### src/rtl/acc_mem_arbiter.sv
// Shares one single-port word memory between a CPU, which always wins the port,
// and an accelerator that issues BEATS-word block reads and single-word writes.
module acc_mem_arbiter #(
    parameter int unsigned ADDR_SIZE      = 16,
    parameter int unsigned WORD_SIZE      = 32,
    parameter int unsigned READ_DATA_SIZE = 512
) (
    input  logic                      clk,
    input  logic                      rst_n,
    // CPU side
    input  logic                      cpu_en,
    input  logic                      cpu_wr,
    input  logic [ADDR_SIZE-1:0]      cpu_addr,
    input  logic [WORD_SIZE-1:0]      cpu_wdata,
    output logic [WORD_SIZE-1:0]      cpu_rdata,
    // Accelerator block read
    input  logic                      acc_read_en,
    input  logic [ADDR_SIZE-1:0]      acc_read_addr,
    output logic [READ_DATA_SIZE-1:0] acc_read_data,
    output logic                      acc_read_data_valid,
    // Accelerator word write
    input  logic                      acc_write_en,
    input  logic [ADDR_SIZE-1:0]      acc_write_addr,
    input  logic [WORD_SIZE-1:0]      acc_write_data,
    output logic                      acc_write_done,
    // Memory port
    output logic                      mem_en,
    output logic                      mem_wr,
    output logic [ADDR_SIZE-1:0]      mem_addr,
    output logic [WORD_SIZE-1:0]      mem_wdata,
    input  logic [WORD_SIZE-1:0]      mem_rdata
);

    localparam int unsigned BEATS     = READ_DATA_SIZE / WORD_SIZE;
    localparam int unsigned BEAT_W    = (BEATS > 1) ? $clog2(BEATS) : 1;
    localparam logic [BEAT_W-1:0] LAST_BEAT = BEAT_W'(BEATS - 1);

    typedef enum logic [2:0] {
        IDLE    = 3'd0,
        READ    = 3'd1,
        RD_LAST = 3'd2,
        RD_DONE = 3'd3,
        WRITE   = 3'd4,
        WR_DONE = 3'd5
    } state_e;

    state_e                    state_q, state_d;
    logic [BEAT_W-1:0]         beat_q, beat_d;
    logic [BEAT_W-1:0]         cap_idx_q, cap_idx_d;
    logic                      cap_vld_q, cap_vld_d;
    logic [ADDR_SIZE-1:0]      addr_q, addr_d;
    logic [WORD_SIZE-1:0]      wdata_q, wdata_d;
    logic [READ_DATA_SIZE-1:0] rdata_q, rdata_d;
    logic                      valid_q, valid_d;
    logic                      done_q, done_d;

    logic                      acc_issue;
    logic                      acc_wr;
    logic [ADDR_SIZE-1:0]      acc_addr;

    // State and datapath registers
    always_ff @(posedge clk) begin
        if (!rst_n) begin
            state_q   <= IDLE;
            beat_q    <= '0;
            cap_idx_q <= '0;
            cap_vld_q <= 1'b0;
            addr_q    <= '0;
            wdata_q   <= '0;
            rdata_q   <= '0;
            valid_q   <= 1'b0;
            done_q    <= 1'b0;
        end else begin
            state_q   <= state_d;
            beat_q    <= beat_d;
            cap_idx_q <= cap_idx_d;
            cap_vld_q <= cap_vld_d;
            addr_q    <= addr_d;
            wdata_q   <= wdata_d;
            rdata_q   <= rdata_d;
            valid_q   <= valid_d;
            done_q    <= done_d;
        end
    end

    // Next-state logic and accelerator access for the current cycle
    always_comb begin
        state_d   = state_q;
        beat_d    = beat_q;
        cap_idx_d = cap_idx_q;
        cap_vld_d = 1'b0;
        addr_d    = addr_q;
        wdata_d   = wdata_q;
        valid_d   = 1'b0;
        done_d    = 1'b0;
        acc_issue = 1'b0;
        acc_wr    = 1'b0;
        acc_addr  = addr_q;

        unique case (state_q)
            IDLE: begin
                if (acc_read_en) begin
                    addr_d  = acc_read_addr;
                    beat_d  = '0;
                    state_d = READ;
                end else if (acc_write_en) begin
                    addr_d  = acc_write_addr;
                    wdata_d = acc_write_data;
                    state_d = WRITE;
                end
            end
            READ: begin
                // A CPU cycle steals the port; the beat counter simply holds.
                if (!cpu_en) begin
                    acc_issue = 1'b1;
                    acc_addr  = addr_q + ADDR_SIZE'(beat_q);
                    cap_vld_d = 1'b1;
                    cap_idx_d = beat_q;
                    beat_d    = beat_q + BEAT_W'(1);
                    if (beat_q == LAST_BEAT) begin
                        state_d = RD_LAST;
                    end
                end
            end
            RD_LAST: begin
                valid_d = 1'b1;
                state_d = RD_DONE;
            end
            RD_DONE: begin
                state_d = IDLE;
            end
            WRITE: begin
                if (!cpu_en) begin
                    acc_issue = 1'b1;
                    acc_wr    = 1'b1;
                    done_d    = 1'b1;
                    state_d   = WR_DONE;
                end
            end
            WR_DONE: begin
                state_d = IDLE;
            end
            default: begin
                state_d = IDLE;
            end
        endcase
    end

    // Beat capture follows the delayed issue flag, regardless of CPU traffic now
    always_comb begin
        rdata_d = rdata_q;
        for (int unsigned i = 0; i < BEATS; i++) begin
            if (cap_vld_q && (cap_idx_q == BEAT_W'(i))) begin
                rdata_d[i*WORD_SIZE +: WORD_SIZE] = mem_rdata;
            end
        end
    end

    // Memory port mux; in reset only the CPU may reach the memory
    always_comb begin
        if (cpu_en) begin
            mem_en    = 1'b1;
            mem_wr    = cpu_wr;
            mem_addr  = cpu_addr;
            mem_wdata = cpu_wdata;
        end else begin
            mem_en    = acc_issue & rst_n;
            mem_wr    = acc_wr & rst_n;
            mem_addr  = acc_addr;
            mem_wdata = wdata_q;
        end
    end

    assign cpu_rdata           = mem_rdata;
    assign acc_read_data       = rdata_q;
    assign acc_read_data_valid = valid_q;
    assign acc_write_done      = done_q;

endmodule

### config.mk
export PLATFORM = sky130hd
export DESIGN_NAME = acc_mem_arbiter
export DESIGN_NICKNAME = d
export VERILOG_FILES = /design/src/rtl/acc_mem_arbiter.sv
export SDC_FILE = /design/constraint.sdc
export NUM_CORES = 1
export LEC_CHECK = 0
export ABC_AREA = 1
export CORE_AREA = 2 2 289 291
export CTS_CLUSTER_SIZE = 25
export DETAILED_ROUTE_END_ITERATION = 7
export DIE_AREA = 0 0 291 293
export PLACE_DENSITY = 0.48
export SLEW_MARGIN = 20
export SYNTH_ARGS = -nofsm -noshare
export SYNTH_HDL_FRONTEND = slang
export SYNTH_SLANG_ARGS = --single-unit
### constraint.sdc
create_clock -name clk -period 2.4 [get_ports clk]
set_input_delay 0.36 -clock clk [delete_from_list [all_inputs] [get_ports clk]]
set_output_delay 0.36 -clock clk [all_outputs]
set_load 0.05 [all_outputs]
# ---- After elaboration in Yosys (flattened, before gate mapping)
# Index checks and enable logic that the tools add are counted.
dict set report word_totals {
  register_bits 574
  out_inout_bits 596
  elab_cells 101
}
dict set report classes {
  addsub 2
  eq_ne 24
  mux 20
  bitwise 4
  reduce_logical 27
}
# op n
set op_table {}
lappend op_table {{$mux 16} 4}
lappend op_table {{$eq 4x4->1 const B} 9}
lappend op_table {{$mux 32} 1}
lappend op_table {{$add 16x4->16} 1}
lappend op_table {{$eq 4x3->1 const B} 4}
lappend op_table {{$logic_and 1x1->1} 16}
lappend op_table {{$mux 3} 5}
lappend op_table {{$pmux 3 s4} 1}
lappend op_table {{$eq 4x2->1 const B} 2}
lappend op_table {{$mux 4} 2}
lappend op_table {{$ne 2x2->1 const B} 4}
lappend op_table {{$pmux 4 s2} 1}
lappend op_table {{$mux 1} 6}
lappend op_table {{$reduce_and 2->1} 3}
lappend op_table {{$reduce_and 3->1} 2}
lappend op_table {{$add 4x1->4 const B} 1}
lappend op_table {{$eq 4x1->1 const B} 1}
lappend op_table {{$logic_not 4->1} 1}
lappend op_table {{$reduce_and 4->1} 1}
lappend op_table {{$reduce_bool 2->1} 2}
lappend op_table {{$eq 3x1->1 const B} 1}
lappend op_table {{$eq 3x2->1 const B} 1}
lappend op_table {{$eq 3x3->1 const B} 1}
lappend op_table {{$logic_not 3->1} 1}
lappend op_table {{4 further kinds} 6}

# ---- Depth between registers and ports, before layout
dict set report depth {
  word_depth 5
  ltp_mapped 10
  depth_no_buf 10
}

# ---- Worst setup path after synthesis
# No wires, ideal clock.
dict set report synth_path {
  path_type {register to output}
  from {register beat_q[0]}
  to {output port mem_addr[4]}
  t_arrival_ns 2.453
  path_slack_ns -0.413
  path_stages_with_launch 8
  n_path_buf 0
  path_cell_list {dfxtp_1 ha_1 fa_1 nand2_1 nand3_1 nand3_1 nor2_1 o31ai_1}
}
dict set report synth_via {
  elab_chain_len 3
}
# element line_no
set synth_rtl {}
lappend synth_rtl {{start, declared} 48} ;# logic [BEAT_W-1:0] beat_q, beat_d;
lappend synth_rtl {{start signal, assigned} 75} ;# beat_q <= beat_d;
lappend synth_rtl {{$add 16x4->16} 116} ;# acc_addr = addr_q + ADDR_SIZE'(beat_q);
lappend synth_rtl {{$mux 16} 100} ;# unique case (state_q)
lappend synth_rtl {{$mux 16} 161} ;# if (cpu_en) begin
lappend synth_rtl {{end, declared} 29} ;# output logic [ADDR_SIZE-1:0] mem_addr,
# Every way passes these cells.

# ---- Worst setup path after layout
dict set report layout_path {
  from {register addr_q[0]}
  to {output port mem_addr[6]}
}
dict set report layout_via {
  elab_chain_len 3
}
# element line_no
set layout_rtl {}
lappend layout_rtl {{start, declared} 51} ;# logic [ADDR_SIZE-1:0] addr_q, addr_d;
lappend layout_rtl {{start signal, assigned} 78} ;# addr_q <= addr_d;
lappend layout_rtl {{$add 16x4->16} 116}
lappend layout_rtl {{$mux 16} 100}
lappend layout_rtl {{$mux 16} 161}
# Every way passes these cells.

==> flow_summary.ini <==
[drt]
drtIter0Drc = 1172
drt_first_pass_iters = 5
drc = 0
final_antenna_net_count = 0
vias = 21100
routed_wl_um = 101000
wl_per_cell_um = 21.6
viasPerCell = 4.50

[cells_and_area]
register_area_um2 = 11500
nets = 3718
finalNonFillerCells = 4689
mostFrequentLayoutCells = 921 x nor2_1, 655 x clkdlybuf4s50_1, 568 x dfxtp_1
final_core_util_pct = 40.3
fillerInstances = 8385
final_common_cell = nor2_1
fin_area_um2 = 33000
multiInputGateArea_um2 = 8510
drive_gt1_share_pct = 9.65
area_delta_synth_final_pct = 53.7

[synth]
synth.distinct_cells = 27
yosys.area_share.simple_pct = 21.8
synth_area_um2 = 21500
avgSynthCellArea_um2 = 7.40
netlist_instances = 2903
yosys-mux-area-fraction_pct = 0
syn-num-nets = 3059
synth_top_family_by_area = simple AND/OR/NAND/NOR gates
synth-xor-area-share_pct = 0
synth_seq_area_share_pct = 53.5
yosys.area_share.adder_pct = 0.384
ys_warn_count = 0
synth-seq-cells = 574
synth_compound_area_share_pct = 16.5

[sta]
finalHoldViolCount = 0
hold_slack_ns = 0.106
setup_viol = 15
fin_crit_sh_pct = 108
rsz0062_at_grt = true
skew_ns = 0.0187
final.min_clock_period_ns = 2.59
slew_viol_final = 0
timing.fmax_mhz = 387
slew_headroom_pct = 34.5
max_slew.worst_pin.slew_ns = 0.983
setup_ws_ns = -0.187
tns_ns = -1.92

[power]
ir_drop_mv = 0.433
p_leak_nw = 13.1
power_density_nw_per_um2 = 762
fin_total_pwr_mw = 25.2

[clock_tree]
cts_tree = done
cts.htree.levels = 3
clockBufferDepth = 3
path_clk_slew_ns = 0.06
clock_latency_ns = 0.61
cts_root_buf = clkbuf_16
cts_sinks = 574
cts_buffers = 70

[critical_path]
crit_type = reg -> out
worstPathMaxFanout = 5
cp_data_required_time_ns = 2.04
worstSetupEndpointType = output port
cp.arrival_ns = 2.23
crit_path_start_kind = register

[floorplan]
start_util_pct = 26.2
die_w_um = 291
die_height_um = 293
design.die.area_um2 = 85300
core_area_um2 = 81800
boundaryPins = 746
num_rows = 105

[grt]
antenna_found_initial = 9
grt-ovfl-total = 0
grt_pass1_wl_um = 146000
grt_pass1_vias = 20300
grt_max_degree = 203
grtUsageTotal_pct = 22.9

[status]
status = finished with violations
violations = negative setup slack

[placement]
hpwlAfterDp_um = 69800
placed_cell_area_um2 = 30400
dp_cells = 4558
gp_congestion = 0.859
place_ws_ns = 0.123
io_buffers = 745

[flow_run]
max-cap-violations = 0

[min_path]
hp-class = in -> reg
[path summary, 6_finish.rpt]
kind                   endpoint  slack (ns)  cells after the start          startpoint
max                 mem_addr[6]       -0.19                     11           addr_q[0]
min           acc_read_data[94]        0.11                      3               rst_n
max reg2reg    acc_read_data[0]        0.42                      5        cap_idx_q[3]
min reg2reg  acc_read_data[387]        0.44                      2  acc_read_data[387]
[what timing repair did]
| action | 4_1_cts | 5_1_grt |
|---|---|---|
| pin swaps | 15 | 12 |
| resized for setup | 48 | 11 |
| buffers inserted | 3 | 0 |
| hold buffers | 0 | 0 |
| setup endpoints to repair | 16 | 16 |
[critical path, stage by stage, from the launching register on]
cell     delay [ns]
dfxtp_4        0.35
ha_4           0.16
fa_2           0.34
nand2_2        0.10
nand3_4        0.08
nand3_4        0.10
nor2_4         0.07
nand2_1        0.06
nand2_1        0.05
nand3_1        0.07
nand2_1        0.08
buf_6          0.16
[area by class of cell]
cell class	instances	area share, %
clock inverter	23	1.07
antenna	3	0.0227
tap	1070	4.06
inverter	155	1.76
timing repair buffer	835	26.3
multi-input combinational	1926	25.8
sequential	574	34.9
clock buffer	103	6.17
[cell families (layout without fill, tap and decap cells)]
| family | Yosys count | count (layout) |
|---|---|---|
| simple gates | 1217 | 1217 |
| buf+inv | 403 | 1116 |
| fa+ha+maj | 6 | 6 |
| other cells | 0 | 3 |
| flops | 574 | 574 |
| compound gates | 703 | 703 |
[synthesized netlist by cell type, drive strengths merged]
master / number / share of area, %
a21oi: 125 / 2.9
buf: 82 / 2.3
nand2: 225 / 3.9
o21ai: 571 / 13
dfxtp: 574 / 54
fa: 1 / 0.093
o21a: 1 / 0.035
ha: 5 / 0.29
inv: 153 / 2.7
a211oi: 2 / 0.070
nand3: 44 / 1.0
nand3b: 1 / 0.035
clkbuf: 166 / 2.9
o31ai: 2 / 0.070
or2: 1 / 0.029
nor2: 935 / 16
a21o: 1 / 0.035
o211ai: 1 / 0.035
clkinv: 2 / 0.035
nor3: 5 / 0.12
nand4: 6 / 0.17
[state kept, by name, indices dropped and copies added (netlist names)]
name,flops
acc_read_data,512
acc_write_done,1
acc_read_data_valid,1
beat_q,4
addr_q,16
state_q,3
cap_vld_q,1
cap_idx_q,4
wdata_q,32
[metal layers]
metal  vias up  GRT usage [%]  wire length, um
met5         -              0               13
met4         2           6.10             2340
met3       113           7.87             8790
met2       675           38.9            48100
met1      9757           27.6            41800
li1      10500              -                -
[power by group]
group | total (mW) | internal (mW) | switching (mW)
Combinational | 4.02 | 1.39 | 2.63
Sequential | 10.2 | 9.89 | 0.289
Clock | 11.0 | 6.58 | 4.38
Total | 25.2 | 17.9 | 7.30
(Power assumes the default switching activity.)
